--- config.mk ---
export PLATFORM = sky130hd
export DESIGN_NAME = fetch_stage_flat
export DESIGN_NICKNAME = d
export VERILOG_FILES = /design/src/rtl/fetch_stage_if.sv /design/src/rtl/fetch_stage.sv /design/src/flat_wrapper.sv
export SDC_FILE = /design/constraint.sdc
export NUM_CORES = 1
export LEC_CHECK = 0
export CAP_MARGIN = 40
export CORE_MARGIN = 2
export CORE_UTILIZATION = 40
export CTS_CLUSTER_DIAMETER = 150
export CTS_CLUSTER_SIZE = 25
export DETAILED_ROUTE_END_ITERATION = 10
export HOLD_SLACK_MARGIN = 0.1
export PLACE_DENSITY = 0.8
export SYNTH_ARGS = -nofsm -noshare
export SYNTH_HDL_FRONTEND = slang
export SYNTH_SLANG_ARGS = --single-unit
--- constraint.sdc ---
create_clock -name clk -period 9 [get_ports clk]
set_clock_uncertainty 0.15 [all_clocks]
set_input_delay 2.7 -clock clk [delete_from_list [all_inputs] [get_ports clk]]
set_output_delay 2.7 -clock clk [all_outputs]
set_load 0.01 [all_outputs]
--- src/rtl/fetch_stage_if.sv ---
// fetch_stage_if: hazard controls, instruction-memory port and IF/ID register outputs of the fetch stage.
interface fetch_stage_if;
    logic        pc_ld;
    logic        IF_ID_write;
    logic        flush;
    logic        jump;
    logic [31:0] branch_target;
    logic [31:0] inst_addr;
    logic [31:0] inst_data;
    logic [31:0] IF_ID_inst;
    logic [31:0] IF_ID_pc_plus4;
    logic        IF_ID_valid;
    modport master (
        output pc_ld, IF_ID_write, flush, jump, branch_target, inst_data,
        input  inst_addr, IF_ID_inst, IF_ID_pc_plus4, IF_ID_valid
    );
    modport slave (
        input  pc_ld, IF_ID_write, flush, jump, branch_target, inst_data,
        output inst_addr, IF_ID_inst, IF_ID_pc_plus4, IF_ID_valid
    );
endinterface

--- src/rtl/fetch_stage.sv ---
// fetch_stage: PC, IF/ID pipeline register, redirect on flush, stall/flush counters and control-protocol checker.
module fetch_stage #(
    parameter logic [31:0] RESET_PC = 32'h0000_0000,
    parameter int          CNT_W    = 32
) (
    input  logic             clk,
    input  logic             rst,
    fetch_stage_if.slave     bus,
    output logic [CNT_W-1:0] stall_cycles,
    output logic [CNT_W-1:0] flush_count,
    output logic             protocol_err
);
    typedef enum logic [1:0] {S_RESET, S_RUN, S_BUBBLE} state_t;
    state_t      state;
    logic [31:0] pc;
    logic [31:0] if_inst;
    logic [31:0] if_pc4;
    logic        if_valid;
    logic [31:0] pc_plus4;
    logic [31:0] jump_target;
    logic [31:0] redirect;
    logic        stall;
    logic        take_flush;
    logic        load;
    always_comb begin
        pc_plus4    = pc + 32'd4;
        jump_target = {if_pc4[31:28], if_inst[25:0], 2'b00};
        redirect    = bus.jump ? jump_target : bus.branch_target;
        stall       = !bus.pc_ld;
        // a flush during a stall carries a stale comparator result, so it is dropped
        take_flush  = bus.pc_ld && bus.flush;
        load        = bus.IF_ID_write && !take_flush;
    end
    assign bus.inst_addr      = pc;
    assign bus.IF_ID_inst     = if_inst;
    assign bus.IF_ID_pc_plus4 = if_pc4;
    assign bus.IF_ID_valid    = if_valid;
    always_ff @(posedge clk or posedge rst) begin
        if (rst) begin
            state        <= S_RESET;
            pc           <= RESET_PC;
            if_inst      <= '0;
            if_pc4       <= '0;
            if_valid     <= 1'b0;
            stall_cycles <= '0;
            flush_count  <= '0;
            protocol_err <= 1'b0;
        end else begin
            pc <= stall ? pc : take_flush ? redirect : pc_plus4;
            if (take_flush) begin
                if_inst  <= '0;
                if_pc4   <= '0;
                if_valid <= 1'b0;
            end else if (load) begin
                if_inst  <= bus.inst_data;
                if_pc4   <= pc_plus4;
                if_valid <= 1'b1;
            end
            if (stall && stall_cycles != '1)
                stall_cycles <= stall_cycles + CNT_W'(1);
            if (take_flush && flush_count != '1)
                flush_count <= flush_count + CNT_W'(1);
            // advancing the PC without capturing the fetched word loses an instruction
            if (!stall && !bus.flush && !bus.IF_ID_write)
                protocol_err <= 1'b1;
            state <= take_flush ? S_BUBBLE : (state == S_BUBBLE && !load) ? S_BUBBLE : S_RUN;
        end
    end
endmodule

--- src/flat_wrapper.sv ---
// flat-port wrapper written by rule: the top's interface ports become plain ports
module fetch_stage_flat 
#(
    parameter logic [31:0] RESET_PC = 32'h0000_0000,
    parameter int          CNT_W    = 32
)
  (clk, rst, stall_cycles, flush_count, protocol_err, bus_pc_ld, bus_IF_ID_write, bus_flush, bus_jump, bus_branch_target, bus_inst_data, bus_inst_addr, bus_IF_ID_inst, bus_IF_ID_pc_plus4, bus_IF_ID_valid);
  fetch_stage_if bus_i ();
  input  logic clk;
  input  logic rst;
  output logic [CNT_W-1:0] stall_cycles;
  output logic [CNT_W-1:0] flush_count;
  output logic protocol_err;
  input wire logic [$bits(bus_i.pc_ld)-1:0] bus_pc_ld;
  input wire logic [$bits(bus_i.IF_ID_write)-1:0] bus_IF_ID_write;
  input wire logic [$bits(bus_i.flush)-1:0] bus_flush;
  input wire logic [$bits(bus_i.jump)-1:0] bus_jump;
  input wire logic [$bits(bus_i.branch_target)-1:0] bus_branch_target;
  input wire logic [$bits(bus_i.inst_data)-1:0] bus_inst_data;
  output wire logic [$bits(bus_i.inst_addr)-1:0] bus_inst_addr;
  output wire logic [$bits(bus_i.IF_ID_inst)-1:0] bus_IF_ID_inst;
  output wire logic [$bits(bus_i.IF_ID_pc_plus4)-1:0] bus_IF_ID_pc_plus4;
  output wire logic [$bits(bus_i.IF_ID_valid)-1:0] bus_IF_ID_valid;
  assign bus_i.pc_ld = bus_pc_ld;
  assign bus_i.IF_ID_write = bus_IF_ID_write;
  assign bus_i.flush = bus_flush;
  assign bus_i.jump = bus_jump;
  assign bus_i.branch_target = bus_branch_target;
  assign bus_i.inst_data = bus_inst_data;
  assign bus_inst_addr = bus_i.inst_addr;
  assign bus_IF_ID_inst = bus_i.IF_ID_inst;
  assign bus_IF_ID_pc_plus4 = bus_i.IF_ID_pc_plus4;
  assign bus_IF_ID_valid = bus_i.IF_ID_valid;
  fetch_stage #(.RESET_PC(RESET_PC), .CNT_W(CNT_W)) u_core (.clk(clk), .rst(rst), .bus(bus_i), .stall_cycles(stall_cycles), .flush_count(flush_count), .protocol_err(protocol_err));
endmodule
* Yosys cells after proc, flatten, opt, wreduce, memory -nomap -nowiden
Index checks and enable logic that the tools add are counted.
** Storage, ports and cells
- Bits in registers :: 162
- Bits of input ports :: 70
- Output and inout port bits :: 162
** Cells by class
- Add/sub/neg operators :: 3
- Equality and inequality tests :: 2
- Muxes and demuxes :: 8
- Reductions and logical operators :: 11
** Operators with widths (count)
- 32-bit 2-to-1 mux :: 6
- 32-bit by 1-bit adder with 32-bit output (second input constant) :: 2
- 32-bit inequality test (second input constant) :: 2
- 32-bit by 3-bit adder with 32-bit output (second input constant) :: 1
- 1-bit logical AND :: 6
- 1-bit zero test :: 4
- 1-bit 2-to-1 mux :: 2
- 2-bit nonzero test :: 1

* Logic depth before layout (Yosys ltp)
Gate-level depths: netlist of run 1.
- Depth after elaboration :: 5
- Depth in mapped cells :: 8

* Worst setup path before layout of run 1
OpenSTA, ideal clock, no wires.
- Kind :: in2reg
- From :: input bus_pc_ld
- To :: register u_core.flush_count[25]
- Setup time :: 0.126 ns
- Arrival :: 4.048 ns
- Required time :: 8.724 ns
- Path slack :: 4.676 ns
- Cell stages on the path :: 7
- Buffers on the path :: 2
- Path through :: buf_2 > and2_1 > clkbuf_1 > nand3_1 > a31oi_1 > nand4_1 > xnor2_1
** Between the ends
- Longest elaborated chain between the ends :: 2
** RTL lines
- start, declared :: line flat_wrapper.sv:14 : input wire logic [$bits(bus_i.pc_ld)-1:0] bus_pc_ld;
- 1-bit logical AND :: line fetch_stage.sv:31 : take_flush = bus.pc_ld && bus.flush;
- 1-bit logical AND :: line fetch_stage.sv:61 : if (take_flush && flush_count != '1)
- end signal, assigned :: line fetch_stage.sv:62 : flush_count <= flush_count + CNT_W'(1);
- end, declared :: line fetch_stage.sv:10 : output logic [CNT_W-1:0] flush_count,
Every way passes these cells.
A chain may end at the register's enable or synchronous reset.

* Worst setup path in the final report of run 1
- From :: input bus_flush
- To :: register u_core.flush_count[19]
** Between the ends
- Longest elaborated chain between the ends :: 2
** RTL lines
- start, declared :: line flat_wrapper.sv:16 : input wire logic [$bits(bus_i.flush)-1:0] bus_flush;
- 1-bit logical AND :: line fetch_stage.sv:31
- 1-bit logical AND :: line fetch_stage.sv:61
Every way passes these cells.

==> flow_summary.ini, run 1 <==
[cts]
tritoncts = built
htreeDepth = 4
cts.reportedPaths.clkPinSlew_ns = 0.06
clock_tree.buffer_depth = 2
clkSinkCount = 162
cts_hold_repair.buffers = 0
tritoncts.num_buffers = 17
post_cts.repair.setup_buffers = 0
cts_repair_resize_count = 0
cts_root_buffer = clkbuf_16
clk_latency_ns = 0.42

[pwr]
p_total_uw = 2240
power_per_cell_area_nw_per_um2 = 196
leakage_power_figure_uw = 0.00488
irDropWorstVdd_mv = 0.122

[routing]
initialDrtViolationCount = 358
dr.pass1.iters = 5
post_route_drc_violation_count = 0
avgViaCountPerCell = 5.35
detail-route-antenna-nets = 0
post_drt_wl_per_cell_um = 17.4
detailroute.via_count = 6960
drt_wl_total_mm = 22.6

[critical_path]
worst-endpoint-arrival_ns = 5.47
ff2ff_setup_slack_ns = 6.24
crit_path_end_kind = flop
source_of_the_worst_register_to_register_timing_path = u_core.stall_cycles[0]
r2r.worst_path.cells = 6
critical_path_class = primary input to flop
r2r-end = u_core.stall_cycles[27]
critPathLaunchType = primary input
critical_path_peak_fanout = 74
critPathRequiredTime_ns = 9.15

[grt]
grt_antenna_before_repair = 0
grt_pass1_wl_mm = 36.2
grt.met3_usage = 0.0562
globalRouteMet1Util = 0.263
gr-usage-met2 = 0.354
grt_usage = 0.209
first_global_vias = 6847
globalRouteOverflowTotal = 0
grt_max_degree = 78
grt-busiest-layer = met2

[final_layout]
layout-drive-gt1-share = 0.0689
post-route-cell-area_um2 = 11500
layout.cells.most_common = clkdlybuf4s50_1
final_cell_mix = clkdlybuf4s50_1 (227), dfrtp_1 (162), nor2_1 (92)
fillers = 1718
area_growth_synth_to_finish_pct = 39.0
antennaDiodeCount = 0
nets = 1091

[logic_synthesis]
synth-edff-count = 0
postSynthRegisterBits = 162
syn_area_um2 = 8240
avgSynthCellArea_um2 = 10.2
yosys_most_used_dff = dfrtp_1
yosysSeqAreaShare = 0.492
ys_types = 56
synth-async-reset-ratio = 1.00
synth_nets = 878
post_synth_inst_count = 805
total_of_warnings_raised_by_yosys = 0

[min_path]
timing.hold.worst_path_depth = 1
min_delay_worst_endpoint = u_core.flush_count[10]
hold_class = flop to flop
hold_start = u_core.flush_count[10]

[floorplanning]
row_cnt = 52
die-area_um2 = 21800
area_of_the_placeable_core_um2 = 20200
design.portCount = 232
chipWidth_um = 148
floorplan.initialDensity = 0.407
die_h_um = 148

[placed_design]
post_dp_cell_area_um2 = 10800
detailed_place_hpwl_mm = 16.1
worst_slack_after_detailed_placement_ns = 3.27
number_of_input_and_output_port_buffers_inserted = 231
place_congestion = 0.835

[sta]
fin_hold_ws_ns = 0.337
grt_setup_unrepaired = false
timing.final.crit_share = 0.592
setup_ws_ns = 3.67
setup_violations = 0
finalHoldViolations = 0
finalCriticalPeriod_ns = 5.33
fin_setup_tns_ns = 0
timing_max_transition_violations_final = 0
worst_pin_slew_ns = 0.909
slew-limit-headroom = 0.394
timing.fmax_ghz = 0.188

[job]
maxCapViolCount = 0

[outcome]
run_status = finished clean
-- report_power, final --
| part | internal [uW] | switching (uW) |
|---|---|---|
| registers | 816 | 110 |
| logic | 276 | 228 |
| clock network | 508 | 302 |
| total | 1600 | 640 |
-- through the flow --
step	utilization	instances
after floorplan	-	805
after global routing	0.566	1300
after CTS	0.566	1300
after detailed placement	0.534	1269
after global placement	0.531	1267
final	0.566	1300
-- synthesized netlist by cell type, drive strengths merged, types with 3 or more instances --
master	count	share of area
and3	20	0.015
a31oi	3	0.0023
mux2i	62	0.075
a21oi	25	0.015
and2	9	0.0068
a22o	20	0.021
nand2	38	0.017
o221ai	5	0.0053
a211oi	11	0.010
dfrtp	162	0.49
nand2b	5	0.0038
clkbuf	31	0.014
o31ai	3	0.0027
nor4	8	0.010
buf	13	0.0068
o21ai	40	0.024
nor2	92	0.042
mux2	13	0.018
o211ai	4	0.0036
ha	3	0.0046
nand4	33	0.028
inv	23	0.010
a22oi	7	0.0064
xor2	21	0.022
nor3	15	0.010
xnor2	66	0.070
and4	8	0.0085
o41ai	3	0.0032
nand3	39	0.024
-- flip-flops by register name, summed over array words and instances, names as in the netlist --
name / cells
u_core.bus.IF_ID_inst: 32
u_core.bus.IF_ID_pc_plus4: 32
u_core.bus.inst_addr: 32
u_core.flush_count: 32
u_core.stall_cycles: 32
u_core.bus.IF_ID_valid: 1
u_core.protocol_err: 1
-- critical path, stage by stage --
cell	delay, ns
buf_2	0.08
buf_4	0.55
and2_2	0.70
buf_16	0.25
nand3_1	0.13
a31oi_1	0.64
nand3_1	0.22
xnor2_1	0.17
-- area by class of cell --
class	instances	area, um2	area share
clock buffer	19	453	0.0395
sequential	162	4050	0.354
clock inverter	12	204	0.0178
multi-input combinational	576	3930	0.343
timing repair buffer	238	2390	0.208
tap	270	338	0.0295
inverter	23	91.3	0.00797
-- logic make-up after synthesis --
logic type,after synthesis,share of synthesized area
AND/OR/NAND/NOR,279,0.178
flip-flops,162,0.492
AO/OA/AOI/OAI,132,0.108
XOR/XNOR,87,0.0925
multiplexers,75,0.0931
buffers and inverters,67,0.0314
adder cells (fa/ha/maj),3,0.00456
-- per-layer routing --
metal | share of wire | wire length, um
met1 | 0.43 | 9770
met4 | 0.017 | 384
met5 | 0 | 0
met3 | 0.061 | 1380
met2 | 0.49 | 11100
-- worst max-delay path by stage --
stage | from | slack (ns) | to | cells past startpoint
floorplan | rst | 1.77 | u_core.bus.IF_ID_inst[0] | 1
finish | bus_flush | 3.67 | u_core.flush_count[19] | 8
CTS | bus_flush | 3.72 | u_core.flush_count[19] | 8
detailed placement | bus_flush | 3.27 | u_core.flush_count[19] | 8
global route | bus_flush | 3.52 | u_core.flush_count[19] | 8
global placement | bus_flush | 3.16 | u_core.flush_count[25] | 7
No activity file was read; power rests on OpenSTA's default activity.
==> run 2: changes to the inputs <==
--- a/config.mk
+++ b/config.mk
@@ -12,7 +12,7 @@
 export CTS_CLUSTER_SIZE = 25
 export DETAILED_ROUTE_END_ITERATION = 10
 export HOLD_SLACK_MARGIN = 0.1
-export PLACE_DENSITY = 0.8
+export PLACE_DENSITY = 0.82
 export SYNTH_ARGS = -nofsm -noshare
 export SYNTH_HDL_FRONTEND = slang
 export SYNTH_SLANG_ARGS = --single-unit
==> constraint.sdc (replaced) <==
create_clock -name clk -period 4.34 [get_ports clk]
set_clock_uncertainty 0.15 [all_clocks]
set_input_delay 1.302 -clock clk [delete_from_list [all_inputs] [get_ports clk]]
set_output_delay 1.302 -clock clk [all_outputs]
set_load 0.01 [all_outputs]
==> run 2 against run 1 <==
Worst setup slack lost 2.4 ns. Utilization fell by 0.13 points. Power increased by 100%. Sequential cell count stayed put. Critical path depth shrank 7. Sequential share of layout area is 0.081 points higher. Final area is 0.23% lower. First-iteration DRC count is 24% higher. Worst hold slack worse by 0.011 ns. Combinational power is 110% higher. Highest routed layer unchanged.
==> flow_summary.ini, run 2 (synthesized netlist as in run 1, its figures left out) <==
[critical_path]
crit_path_top_delay_cell = clkdlybuf4s50_1
critPathRequiredTime_ns = 2.89
critical_path_peak_fanout = 8
critical-path-max-stage-delay_ns = 0.64
crit_path_end_kind = output port
family_of_cells_with_the_greatest_summed_delay_on_the_critical_path = buffers and inverters
critical_path_class = flop to output port
worst-path-buf-inv = 1
crit_chain = clkdlybuf4s50_1
worst-endpoint-arrival_ns = 1.60
critPathLaunchType = flop

[routing]
post_drt_wl_per_cell_um = 17.3
drt_wl_total_mm = 22.5
initialDrtViolationCount = 443
post_route_drc_violation_count = 0
detailroute.via_count = 6954
dr.pass1.iters = 5
avgViaCountPerCell = 5.34
detail-route-antenna-nets = 0

[cts]
clkSinkCount = 162
clock_tree.buffer_depth = 2
tritoncts = built
cts_root_buffer = clkbuf_16
clk_latency_ns = 0.42
cts_hold_repair.buffers = 0
cts.reportedPaths.clkPinSlew_ns = 0.06
tritoncts.num_buffers = 17
cts_repair_resize_count = 0
post_cts.repair.setup_buffers = 0
htreeDepth = 4

[sta]
finalHoldViolations = 0
worst_pin_slew_ns = 0.881
timing.final.crit_share = 0.704
finalCriticalPeriod_ns = 3.06
slew-limit-headroom = 0.413
fin_setup_tns_ns = 0
grt_setup_unrepaired = false
timing.fmax_ghz = 0.327
timing_max_transition_violations_final = 0
setup_violations = 0

[floorplanning]
die_h_um = 148
area_of_the_placeable_core_um2 = 20200
floorplan.initialDensity = 0.407
chipWidth_um = 148
row_cnt = 52
die-area_um2 = 21800
design.portCount = 232

[grt]
grt_usage = 0.214
grt_antenna_before_repair = 0
first_global_vias = 6998
grt_pass1_wl_mm = 36.8
grt_max_degree = 163
globalRouteOverflowTotal = 0

[job]
maxCapViolCount = 0

[outcome]
run_status = finished clean

[placed_design]
number_of_input_and_output_port_buffers_inserted = 231
dp_cells = 1272
post_dp_cell_area_um2 = 10800
detailed_place_hpwl_mm = 15.9
place_congestion = 0.819

[final_layout]
final_cell_mix = clkdlybuf4s50_1 (227), dfrtp_1 (162), nor2_1 (92)
fin_util = 0.565
post-route-cell-area_um2 = 11400
area_growth_synth_to_finish_pct = 38.7
fillers = 1710
antennaDiodeCount = 0
final-instance-count-excl-fill = 1302
layout.cells.most_common = clkdlybuf4s50_1
layout-drive-gt1-share = 0.0678
nets = 1094

[min_path]
hold_class = flop to flop

[pwr]
p_total_uw = 4580
leakage_power_figure_uw = 0.00485
power_per_cell_area_nw_per_um2 = 401
irDropWorstVdd_mv = 0.274
## run 2: report_power, final
group | switching, uW | internal (uW)
clock network | 611 | 992
logic | 478 | 573
registers | 233 | 1690
total | 1320 | 3260
## run 2: final cells by class
cell class              count  area [um2]  area share
multi-input cells         576        3930       0.344
repair buffers            241        2400       0.210
flip-flops and latches    162        4050       0.355
inverters                  23        90.1     0.00788
well taps                 270         338      0.0296
clock inverters             8         153      0.0134
clock buffers              22         464      0.0406
## run 2: per-stage QoR
stage	setup slack (ns)	hold slack, ns
after CTS	1.27	0.330
after detailed placement	1.08	0.312
after global placement	1.18	0.325
final	1.28	0.326
after global routing	1.20	0.346
after floorplan	0.831	0.363
## run 2: per-layer routing
metal  global-route usage  vias up  part of all wire
met1                0.270     3380              0.42
met2                0.360      241              0.50
met3               0.0633       19             0.067
li1                     -     3314                 -
met4               0.0538        0             0.013
met5                    0        -                 0
## run 2: worst paths after layout
| kind | startpoint | to | cells past startpoint | slack, ns |
|---|---|---|---|---|
| hold / removal | u_core.protocol_err | u_core.protocol_err | 1 | 0.33 |
| hold reg to reg | u_core.protocol_err | u_core.protocol_err | 1 | 0.33 |
| min in group asynchronous | rst | u_core.bus.IF_ID_inst[1] | 3 | 1.34 |
| setup / recovery | u_core.bus.inst_addr[9] | bus_inst_addr[9] | 1 | 1.28 |
| setup reg to reg | u_core.stall_cycles[0] | u_core.stall_cycles[17] | 6 | 1.65 |
| max in group asynchronous | rst | u_core.bus.IF_ID_valid | 3 | 2.06 |
==> variant 1: new RTL, config.mk and constraints of run 1 <==
Reset style: synchronous (`rst`), changed in one clocked block.
--- a/src/rtl/fetch_stage.sv
+++ b/src/rtl/fetch_stage.sv
@@ -36,5 +36,5 @@
     assign bus.IF_ID_pc_plus4 = if_pc4;
     assign bus.IF_ID_valid    = if_valid;
-    always_ff @(posedge clk or posedge rst) begin
+    always_ff @(posedge clk) begin
         if (rst) begin
             state        <= S_RESET;
Behaviour: differs if rst is asserted again (counterexample within 4 cycles, from zero or initial values and one cycle with rst high); with rst held inactive, the same outputs for 10 cycles.
==> variant 1 against run 1 <==
Sequential cell count is the same; worst setup slack improved by 0.36 ns; cell area fell by 2.7%; synthesized area shrank 2.1%; wire length up 6.8%; sequential share of layout area decreased by 6.3 points; utilization rose by 0.12 points; synthesized cell count is 18% higher.
Power is not compared: it rests on default switching activity, and its combinational part moved more than twofold at a synthesized area within 25%.
==> variant 1: results (changes against run 1) <==
metric	value	unit	change
reg-to-reg startpoint	u_core.flush_count[10]		was u_core.stall_cycles[0]
DR WL met2	11.5	mm	was 11.1 mm
Critical Path Fanout Max	34		was 74
hold slack	0.340	ns	was 0.337 ns
Slowest-stage cell, CP	a31oi_1		was and2_2
met3 GRT Util	4.53	%	was 5.62%
DR WL met3	1.44	mm	was 1.38 mm
DR top layer	met5		was met4
Cells after DPL	1391		was 1269
sequential share of the synthesized area	40.2	%	was 49.2%
met1 Usage GRT	28.8	%	was 26.3%
outcome	finished clean		unchanged
Synth cell types	58		was 56
CP peak stage delay	0.64	ns	was 0.70 ns
worst setup margin	4.03	ns	was 3.67 ns
met1 wire length	10.8	mm	was 9.77 mm
syn avg cell area	8.49	um2	was 10.2 um2
Reg2Reg Depth	5		was 6
via/cell ratio	5.51		was 5.35
Global Route Usage Sum	22.0	%	was 20.9%
Via Count	7837		was 6960
Synth Area in XOR/XNOR	6.40	%	was 9.25%
Crit path max-delay family	buffers and inverters		was simple AND/OR/NAND/NOR gates
Syn Nets	1023		was 878
area grow syn2layout	38.2	%	was 39.0%
## variant 1: cell types whose count changed after synthesis, moves of 18 or more
cell / change
dfxtp_1: +162
nor4_1: +19
nor2_1: +47
a21oi_1: +35
nand2_1: +18
a22o_1: -20
dfrtp_1: -162
## variant 1: worst min-delay path by stage
stage / to / cells after the start
2_1_floorplan: u_core.bus.inst_addr[0] / 2
3_3_place_gp: u_core.bus.IF_ID_valid / 2
3_5_place_dp: u_core.bus.IF_ID_valid / 2
4_1_cts: u_core.bus.IF_ID_pc_plus4[2] / 2
5_1_grt: u_core.bus.IF_ID_valid / 2
6_report: u_core.stall_cycles[17] / 2
## variant 1: final cells by class
class	count	area share, %
clock buffer	17	3.82
clock inverter	15	1.63
inverter	20	0.673
multi-input combinational	702	40.1
sequential	162	29.1
tap	265	2.97
timing repair buffer	242	21.7
## variant 1: worst min-delay path, delay by kind of cell, from the launching register on
kind | cells | cell delay [ns]
AO/OA/AOI/OAI | 2 | 0.12
flip-flops | 1 | 0.32
==> variant 2: new RTL, settings of run 1 <==
Made on the original files. `CNT_W` is set to 32 in 2 places; all go to 36.
--- a/src/rtl/fetch_stage.sv
+++ b/src/rtl/fetch_stage.sv
@@ -2,5 +2,5 @@
 module fetch_stage #(
     parameter logic [31:0] RESET_PC = 32'h0000_0000,
-    parameter int          CNT_W    = 32
+    parameter int          CNT_W    = 36
 ) (
     input  logic             clk,
--- a/src/flat_wrapper.sv
+++ b/src/flat_wrapper.sv
@@ -3,5 +3,5 @@
 #(
     parameter logic [31:0] RESET_PC = 32'h0000_0000,
-    parameter int          CNT_W    = 32
+    parameter int          CNT_W    = 36
 )
   (clk, rst, stall_cycles, flush_count, protocol_err, bus_pc_ld, bus_IF_ID_write, bus_flush, bus_jump, bus_branch_target, bus_inst_data, bus_inst_addr, bus_IF_ID_inst, bus_IF_ID_pc_plus4, bus_IF_ID_valid);
Interface: changed (resized flush_count and stall_cycles); port bits go from 232 to 240. No check against the original RTL was run, so the function may have changed too.
==> variant 2 against run 1 <==
Power grew 0.16%; sequential cell count grew 8; sequential power grew 3.7%; wire length grew 11%; hold slack is essentially flat; sequential share of layout area is essentially flat; synthesized area grew 6.5%; cell area grew 5.0%; worst setup slack gained 0.041 ns; largest cell class unchanged; highest routed layer unchanged.
==> variant 2: results (changes against run 1) <==
metric	value	unit	change
Sequential Area	4250	um2	was 4050 um2
Max VDD drop	0.117	mV	was 0.122 mV
port bufs	239		was 231
sw frac	29.0	%	was 28.6%
Multi-In Gates	622		was 576
largest net degree at the start of global routing	81		was 78
vias in the first global route	7502		was 6847
Reg-to-Reg End	u_core.flush_count[1]		was u_core.stall_cycles[27]
# clk buffers	21		was 19
clk cell area share	5.12	%	was 5.73%
Reg2Reg Depth	5		was 6
Inverters, non-clock	28		was 23
layout cell share with drive strength beyond 1	7.01	%	was 6.89%
global-route wire length before repair	40.5	mm	was 36.2 mm
Clk power	0.779	mW	was 0.810 mW
Final GP Congestion	0.901		was 0.835
Fillers	1853		was 1718
Critical Path Fanout Max	75		was 74
sequential share of the synthesized area	48.5	%	was 49.2%
#FFs+latches synth	170		was 162
Worst Max-Slew Pin Slew	0.914	ns	was 0.909 ns
DRT iter0 DRCs	565		was 358
CP endpoint	u_core.flush_count[30]		was u_core.flush_count[19]
CP peak stage delay	0.76	ns	was 0.70 ns
WL per Instance	18.2	um	was 17.4 um
outcome	finished clean		unchanged
Final non-clock buffer share	20.7	%	was 20.8%
Int Pwr	1.59	mW	was 1.60 mW
Hold Path Sink	u_core.protocol_err		was u_core.flush_count[10]
[variant 2: logic make-up after synthesis]
logic type	synth area share [%]
simple gates	20.1
mux	8.14
flops	48.5
compound gates	10.1
buf+inv	3.58
fa+ha+maj	0.428
xor+xnor	9.19
[variant 2: per-stage QoR]
| step | cell area, um2 | cells | hold slack (ns) | setup WS [ns] |
|---|---|---|---|---|
| 4_1_cts | 12000 | 1379 | 0.341 | 3.75 |
| 3_3_place_gp | 11300 | 1344 | 0.325 | 3.43 |
| 2_1_floorplan | 8770 | 868 | 0.363 | 1.55 |
| 5_1_grt | 12000 | 1379 | 0.358 | 3.59 |
| 3_5_place_dp | 11400 | 1348 | 0.323 | 3.30 |
| 6_report | 12000 | 1379 | 0.336 | 3.72 |
[variant 2: per-layer routing]
metal / global-route usage [%] / up-vias / routed length (um)
li1: - / 3529 / -
met1: 28.2 / 3726 / 11000
met2: 34.1 / 269 / 11700
met3: 4.73 / 63 / 1360
met4: 10.2 / 0 / 986
met5: 0 / - / 0
